## src/rtl/fft_input_buffer.sv

```systemverilog
// fft_input_buffer: double-buffered (ping-pong) frame collector in front of a
// 16-point FFT. Samples stream in, are stored in bit-reversed word order, and a
// full bank is handed to the transform stage with a one-cycle fft_start pulse.
// The bank is held stable until the transform stage raises fft_done.
`timescale 1ns/1ps

module fft_input_buffer (
    input  logic         clk,
    input  logic         rst,
    input  logic         s_valid,
    output logic         s_ready,
    input  logic [15:0]  s_real,
    input  logic [15:0]  s_imag,
    input  logic         s_last,
    output logic [255:0] frame_real,
    output logic [255:0] frame_imag,
    output logic         fft_start,
    input  logic         fft_done,
    output logic         frame_bank,
    output logic         err_framing
);

    // Bank status encoding
    localparam logic [1:0] ST_EMPTY   = 2'd0;
    localparam logic [1:0] ST_FILLING = 2'd1;
    localparam logic [1:0] ST_FULL    = 2'd2;

    // Read-side FSM encoding
    localparam logic [1:0] RD_IDLE  = 2'd0;
    localparam logic [1:0] RD_START = 2'd1;
    localparam logic [1:0] RD_WAIT  = 2'd2;

    // 4-bit bit reversal: sample i lands at word bitrev4(i) so the FFT can
    // consume the bank in natural order.
    function automatic logic [3:0] bitrev4(input logic [3:0] v);
        return {v[0], v[1], v[2], v[3]};
    endfunction

    // Storage and state
    logic [15:0]  r_mem_real [0:1][0:15];
    logic [15:0]  r_mem_imag [0:1][0:15];
    logic [1:0]   r_bank_st  [0:1];
    logic [3:0]   r_wr_cnt;
    logic         r_wr_bank;
    logic         r_rd_bank;
    logic [1:0]   r_rd_state;
    logic         r_done_q;
    logic         r_fft_start;
    logic         r_err;
    logic [255:0] r_frame_real;
    logic [255:0] r_frame_imag;
    logic         r_frame_bank;

    // Combinational helpers
    logic         w_ready;
    logic         w_accept;
    logic         w_cnt_end;
    logic         w_short;
    logic         w_store;
    logic         w_done_rise;
    logic         w_release;
    logic [1:0]   w_rd_next;
    logic [255:0] w_sel_real;
    logic [255:0] w_sel_imag;

    // Ready is a function of registered bank state only; forced low in reset.
    assign w_ready     = (r_bank_st[r_wr_bank] != ST_FULL) && !rst;
    assign w_accept    = s_valid && w_ready;
    assign w_cnt_end   = (r_wr_cnt == 4'd15);
    assign w_short     = w_accept && s_last && !w_cnt_end;
    assign w_store     = w_accept && !w_short;
    // A level held high never retriggers: edge = live input high, last sample low.
    assign w_done_rise = fft_done && !r_done_q;
    assign w_release   = (r_rd_state == RD_WAIT) && w_done_rise;

    assign s_ready     = w_ready;
    assign fft_start   = r_fft_start;
    assign frame_real  = r_frame_real;
    assign frame_imag  = r_frame_imag;
    assign frame_bank  = r_frame_bank;
    assign err_framing = r_err;

    // Read FSM next-state: wait for a full bank, pulse start, wait for done edge.
    always_comb begin
        w_rd_next = r_rd_state;
        case (r_rd_state)
            RD_IDLE: begin
                if (r_bank_st[r_rd_bank] == ST_FULL) begin
                    w_rd_next = RD_START;
                end else begin
                    w_rd_next = RD_IDLE;
                end
            end
            RD_START: begin
                w_rd_next = RD_WAIT;
            end
            RD_WAIT: begin
                if (w_done_rise) begin
                    w_rd_next = RD_IDLE;
                end else begin
                    w_rd_next = RD_WAIT;
                end
            end
            default: begin
                w_rd_next = RD_IDLE;
            end
        endcase
    end

    // Select the read bank's words and pack them onto the wide frame buses.
    always_comb begin
        w_sel_real = 256'd0;
        w_sel_imag = 256'd0;
        for (int k = 0; k < 16; k++) begin
            w_sel_real[16*k +: 16] = r_mem_real[r_rd_bank][k];
            w_sel_imag[16*k +: 16] = r_mem_imag[r_rd_bank][k];
        end
    end

    // Write-side counter, bank pointer and sticky framing error.
    always_ff @(posedge clk) begin
        if (rst) begin
            r_wr_cnt  <= 4'd0;
            r_wr_bank <= 1'b0;
            r_err     <= 1'b0;
        end else if (w_accept) begin
            if (w_cnt_end) begin
                r_wr_cnt  <= 4'd0;
                r_wr_bank <= ~r_wr_bank;
                if (!s_last) begin
                    r_err <= 1'b1;
                end
            end else if (s_last) begin
                // Short frame: drop it and restart the same bank.
                r_wr_cnt <= 4'd0;
                r_err    <= 1'b1;
            end else begin
                r_wr_cnt <= r_wr_cnt + 4'd1;
            end
        end
    end

    // Sample storage, written in bit-reversed word order.
    always_ff @(posedge clk) begin
        if (rst) begin
            for (int b = 0; b < 2; b++) begin
                for (int k = 0; k < 16; k++) begin
                    r_mem_real[b][k] <= 16'd0;
                    r_mem_imag[b][k] <= 16'd0;
                end
            end
        end else if (w_store) begin
            r_mem_real[r_wr_bank][bitrev4(r_wr_cnt)] <= s_real;
            r_mem_imag[r_wr_bank][bitrev4(r_wr_cnt)] <= s_imag;
        end
    end

    // Bank status: writer drives EMPTY/FILLING/FULL, reader frees a FULL bank.
    // The writer can never target a FULL bank, so the two never collide.
    always_ff @(posedge clk) begin
        if (rst) begin
            r_bank_st[0] <= ST_EMPTY;
            r_bank_st[1] <= ST_EMPTY;
        end else begin
            for (int b = 0; b < 2; b++) begin
                if (w_accept && (r_wr_bank == 1'(b))) begin
                    if (w_cnt_end) begin
                        r_bank_st[b] <= ST_FULL;
                    end else if (s_last) begin
                        r_bank_st[b] <= ST_EMPTY;
                    end else begin
                        r_bank_st[b] <= ST_FILLING;
                    end
                end else if (w_release && (r_rd_bank == 1'(b))) begin
                    r_bank_st[b] <= ST_EMPTY;
                end
            end
        end
    end

    // Read FSM state, read pointer, done history, start pulse and frame outputs.
    always_ff @(posedge clk) begin
        if (rst) begin
            r_rd_state   <= RD_IDLE;
            r_rd_bank    <= 1'b0;
            r_done_q     <= 1'b0;
            r_fft_start  <= 1'b0;
            r_frame_real <= 256'd0;
            r_frame_imag <= 256'd0;
            r_frame_bank <= 1'b0;
        end else begin
            r_rd_state   <= w_rd_next;
            r_done_q     <= fft_done;
            r_fft_start  <= (w_rd_next == RD_START);
            r_frame_real <= w_sel_real;
            r_frame_imag <= w_sel_imag;
            r_frame_bank <= r_rd_bank;
            if (w_release) begin
                r_rd_bank <= ~r_rd_bank;
            end
        end
    end

endmodule

```

## config.mk

```make
export PLATFORM = sky130hd
export DESIGN_NAME = fft_input_buffer
export DESIGN_NICKNAME = d
export VERILOG_FILES = /design/src/rtl/fft_input_buffer.sv
export SDC_FILE = /design/constraint.sdc
export NUM_CORES = 2
export LEC_CHECK = 0
export BUFFER_PORTS_ARGS = -buffer_cell sky130_fd_sc_hd__buf_2
export CAP_MARGIN = 5
export CORE_MARGIN = 2
export CORE_UTILIZATION = 55
export CTS_BUF_LIST = sky130_fd_sc_hd__clkbuf_8
export DETAILED_ROUTE_END_ITERATION = 8
export PLACE_DENSITY = 0.78
export SYNTH_ARGS = -nofsm -noshare
export SYNTH_HDL_FRONTEND = slang
export SYNTH_SLANG_ARGS = --single-unit
```

## constraint.sdc

```tcl
create_clock -name clk -period 4.6 [get_ports clk]
set_clock_uncertainty 0.15 [all_clocks]
set_input_delay 0.23 -clock clk [delete_from_list [all_inputs] [get_ports clk]]
set_output_delay 0.23 -clock clk [all_outputs]
set_load 0.02 [all_outputs]
```

After elaboration in Yosys (flattened, before gate mapping)
Memory sizes are Yosys's and may differ from the RTL's. A register that Yosys moved wholly into a read port is not among the register bits.
Index checks and enable logic that the tools add are counted.
{ "op_classes": {"addsub": 1, "order_cmp": 2, "eq_ne": 7, "muxes": 64, "n_bitwise": 11, "reduce_logical": 22} }
{ "op_table": {"columns": ["op", "count"], "rows": [
  ["$mux W256", 5],
  ["$reduce_or A256 Y1", 2],
  ["$demux W16 S4", 1],
  ["$mux W1", 45],
  ["$mux W2", 9],
  ["$mux W16", 1],
  ["$logic_and A1 B1 Y1", 12],
  ["$mux W4", 2],
  ["$or A1 B1 Y1", 8],
  ["$pmux W2 S3", 1],
  ["$ge A5 B5 Y1 const B", 1],
  ["$lt A5 B1 Y1 const B", 1],
  ["$not A4 Y5", 1],
  ["$add A4 B1 Y4 const B", 1],
  ["$eq A2 B1 Y1 const B", 2],
  ["$eq A2 B2 Y1 const B", 2],
  ["$eq A4 B4 Y1 const B", 1],
  ["$logic_not A1 Y1", 4],
  ["$ne A2 B2 Y1 const B", 2],
  ["$reduce_and A3 Y1", 1],
  ["$logic_not A2 Y1", 1],
  ["$not A1 Y1", 2],
  ["$reduce_and A2 Y1", 1],
  ["$reduce_bool A2 Y1", 1]
]} }
{ "totals": {"register_bits": 12, "ram_bits": 1028, "out_inout_bits": 516, "word_cells": 118, "mem_count": 3} }
{ "memory_table": {"columns": ["memory", "depth", "word_bits", "rd", "rd_clocked_by_memory_dff", "write_ports", "line_no", "source"], "rows": [
  ["r_mem_imag", 2, 256, 1, 1, 2, "41", "logic [15:0] r_mem_imag [0:1][0:15];"],
  ["r_mem_real", 2, 256, 1, 1, 2, "40", "logic [15:0] r_mem_real [0:1][0:15];"],
  ["r_bank_st", 2, 2, 2, 2, 2, "42", "logic [1:0] r_bank_st [0:1];"]
]} }

Logic depth before layout (Yosys ltp)
{ "depth": {"word_depth": 12, "depth_mapped": 9, "depth_no_buf": 9} }

Worst setup path before layout
No wires, ideal clock.
{ "synth_path": {"kind": "reg2reg", "start": "register r_wr_cnt[0]", "end": "memory r_mem_imag[0][176] in the netlist's numbering, enable pin", "arrival_ps": 4016, "required_ps": 3980, "path_slack_ps": -36, "stages_incl_launch_ff": 8, "n_path_buf": 2, "path_cell_list": "dfxtp_1 > ha_1 > inv_1 > o32ai_2 > o211ai_1 > buf_2 > buf_2 > o31ai_1"} }
{ "synth_lines": {"columns": ["element", "line_no", "source"], "rows": [
  ["from (decl)", "43", "logic [3:0] r_wr_cnt;"],
  ["from (signal assigned)", "138", "r_wr_cnt <= r_wr_cnt + 4'd1;"],
  ["to (decl)", "41", null]
]} }

==> results.py <==
metrics = {
    "run_status": {
        "status": "finished, final reports clean",
    },
    "synthesis": {
        "synth_most_common_cell": "edfxtp_1",
        "synth-edff-count": 1027,
        "syn_avg_cell_area_um2": 14.6,
        "ys.flop_type": "edfxtp_1",
        "synth.cell_area_um2": 53200,
        "synthCells": 3636,
        "yosysTopAreaCell": "edfxtp_1",
        "synth_seq_cells": 1554,
        "syn_nets": 3681,
        "yosysWarningCount": 0,
        "synthArstFlopShare_pct": 0,
        "ys_types": 46,
        "synth_area_leaders": "edfxtp_1, dfxtp_1, mux2i_1, nor2_1, and2_1",
        "synth_common_cells": "edfxtp_1, nor2_1, dfxtp_1",
        "yosysSeqAreaShare_pct": 77.8,
        "synth_top_area_share_pct": 57.9,
    },
    "cells_and_area": {
        "num-nets-final": 4364,
        "stdcell_area_um2": 62700,
        "drive_above_1_share_pct": 21.4,
        "final_core_util_pct": 65.1,
        "area_growth_pct": 17.8,
    },
    "grt": {
        "gr-usage-met2_pct": 46.4,
        "use_met3_pct": 8.66,
        "grt_pass1_wl_mm": 212,
        "overflow": 0,
        "grtUsageTotal_pct": 30.2,
        "grt_max_degree": 174,
        "antenna_found_initial": 12,
        "grt_busiest_layer": "met2",
        "first_global_vias": 31478,
        "use_met1_pct": 39.4,
    },
    "drt": {
        "first_pass_iters": 6,
        "via_count": 32395,
        "via_per_inst": 5.59,
        "ant_nets": 0,
        "routed_wl_mm": 152,
        "drcViolationCount": 0,
        "avgRoutedWirePerCell_um": 26.3,
        "drt-initial-drc-count": 4402,
    },
    "die": {
        "die_area_um2": 99300,
        "coreArea_um2": 96300,
        "die_x_um": 315,
        "initial_core_util_pct": 55.3,
        "placementRows": 114,
        "die_y_um": 315,
        "io_pins": 553,
    },
    "sta": {
        "setup_violations": 0,
        "fin_crit_sh_pct": 81.9,
        "worstMarginPinSlew_ps": 1170,
        "rsz0062_at_grt": "false",
        "period_minus_slack_ps": 3770,
        "setup_slack_ps": 834,
        "slew_violations": 0,
        "max_clock_freq_mhz": 266,
        "hold_viol": 0,
        "slew_headroom_pct": 22.0,
        "fin_tns_setup_ps": 0,
    },
    "min_path": {
        "min_path_type": "in -> reg",
    },
    "pwr": {
        "p_leak_uw": 0.0241,
        "p_total_uw": 28300,
        "powerDensity_nw_per_um2": 451,
        "ir_worst_vdd_uv": 282,
    },
    "setup_path": {
        "crit_buf_inv": 1,
        "crit_required_ps": 4970,
        "cpPeakStageDelay_ps": 930,
        "cp.arrival_ps": 4140,
        "crit_family": "compound AO/OA/AOI/OAI gates",
        "slowest_stage": "and2_1",
        "setup.worst_path.end_class": "flop",
        "worst_setup_path_start_kind": "flop",
        "path_max_fanout": 33,
        "critical_path_class": "reg -> reg",
        "regToRegSetupSlack_ps": 830,
        "path_cells": "ha_1, inv_1, o32ai_2, o21a_1, and2_1",
    },
    "clock_tree": {
        "clkTransAtPathRegs_ps": 60,
        "clock_path_buffers": 3,
        "cts_root_buffer": "clkbuf_8",
        "cts_sinks": 1554,
        "numCtsBuffers": 230,
        "clk_latency_ps": 910,
        "cts_tree": "yes",
        "cts_max_level": 4,
        "cts_resized": 0,
    },
    "placed_design": {
        "placed_cell_area_um2": 57700,
        "place_congestion": 0.877,
        "port_buffers": 552,
        "place_hpwl_mm": 100,
        "post-place-ws_ps": 912,
    },
    "job": {
        "maxCapViolations": 0,
    },
}
what timing repair did:
action | in CTS | in global routing
buffers inserted | 0 | 0
endpoints found under the hold margin | 503 | 0
hold buffers | 38 | 0
state kept, by name (all words and copies together), names as in the netlist, named ones only:
| signal | flops |
|---|---|
| r_done_q | 1 |
| err_framing | 1 |
| r_rd_state | 2 |
| r_mem_real | 512 |
| r_wr_bank | 1 |
| r_bank_st | 4 |
| r_wr_cnt | 4 |
| r_rd_bank | 1 |
| frame_bank | 1 |
| r_mem_imag | 512 |
| fft_start | 1 |
| frame_real | 256 |
| frame_imag | 256 |
layout make-up:
cell class                 instances  area (um^2)
antenna                            4         10.0
clock buffer                     259         3560
clock inverter                   169         1070
fill                            6732        33600
inverter                          10         37.5
multi-input combinational       1863        11200
sequential                      1554        41400
tap                             1276         1600
timing repair buffer             660         3790
per-stage QoR:
stage | instances | hold WS (ps)
after detailed placement | 5325 | 320
final | 5795 | 103
after floorplan | 3636 | 208
after global routing | 5792 | 114
after global placement | 5325 | 315
after CTS | 5791 | 48.9
routing by layer:
| layer | vias up | share of wire [%] | routed length (um) |
|---|---|---|---|
| li1 | 14061 | - | - |
| met1 | 15755 | 37 | 56500 |
| met2 | 2150 | 46 | 70000 |
| met3 | 415 | 12 | 18000 |
| met4 | 14 | 5.2 | 7900 |
| met5 | - | 0.064 | 97 |
tightest hold or removal path: cells and delay by family:
kind / cells / cell delay [ps]
buffers and inverters: 2 / 630
AND/OR/NAND/NOR: 1 / 50
multiplexers: 1 / 130
AO/OA/AOI/OAI: 1 / 50
report_power, final:
| group | switching, uW | internal [uW] |
|---|---|---|
| clock network | 5310 | 5800 |
| registers | 190 | 15400 |
| logic | 1160 | 381 |
| total | 6670 | 21600 |
final timing paths:
kind | startpoint | endpoint | depth (start not counted)
setup / recovery | r_wr_cnt[0]$_SDFFE_PP0N_ | r_mem_imag[1][66]$_DFFE_PP_ | 5
hold / removal | fft_done | r_rd_state[1]$_SDFF_PP0_ | 5
setup reg to reg | r_wr_cnt[0]$_SDFFE_PP0N_ | r_mem_imag[1][66]$_DFFE_PP_ | 5
hold reg to reg | r_mem_real[0][32]$_SDFFCE_PN0P_ | frame_real[208]$_SDFF_PP0_ | 2
cells by family (layout without fill, tap and decap cells):
family	after synthesis	count (layout)	share of synthesized area [%]
AO/OA/AOI/OAI	48	48	0.527
XOR/XNOR	1	1	0.0165
adder cells (fa/ha/maj)	8	8	0.188
buffers and inverters	219	1098	1.69
flip-flops	1554	1554	77.8
multiplexers	514	514	9.67
other	0	4	0
AND/OR/NAND/NOR	1292	1292	10.1
placed cells by master, fill, tap and decap left out, drive strengths merged, types with 2 or more instances in the layout:
master	n
a21oi	11
and2	99
and3	4
buf	622
bufinv	11
clkbuf	259
clkinv	57
clkinvlp	3
dfxtp	527
diode	4
dlygate4sd3	38
edfxtp	1027
ha	8
inv	108
mux2i	514
nand2	115
nand2b	2
nand3	10
nand4	3
nor2	939
nor2b	35
nor3	71
nor3b	3
nor4	3
o21ai	26
o31ai	4
or3	2
No activity file was read; power rests on OpenSTA's default activity.
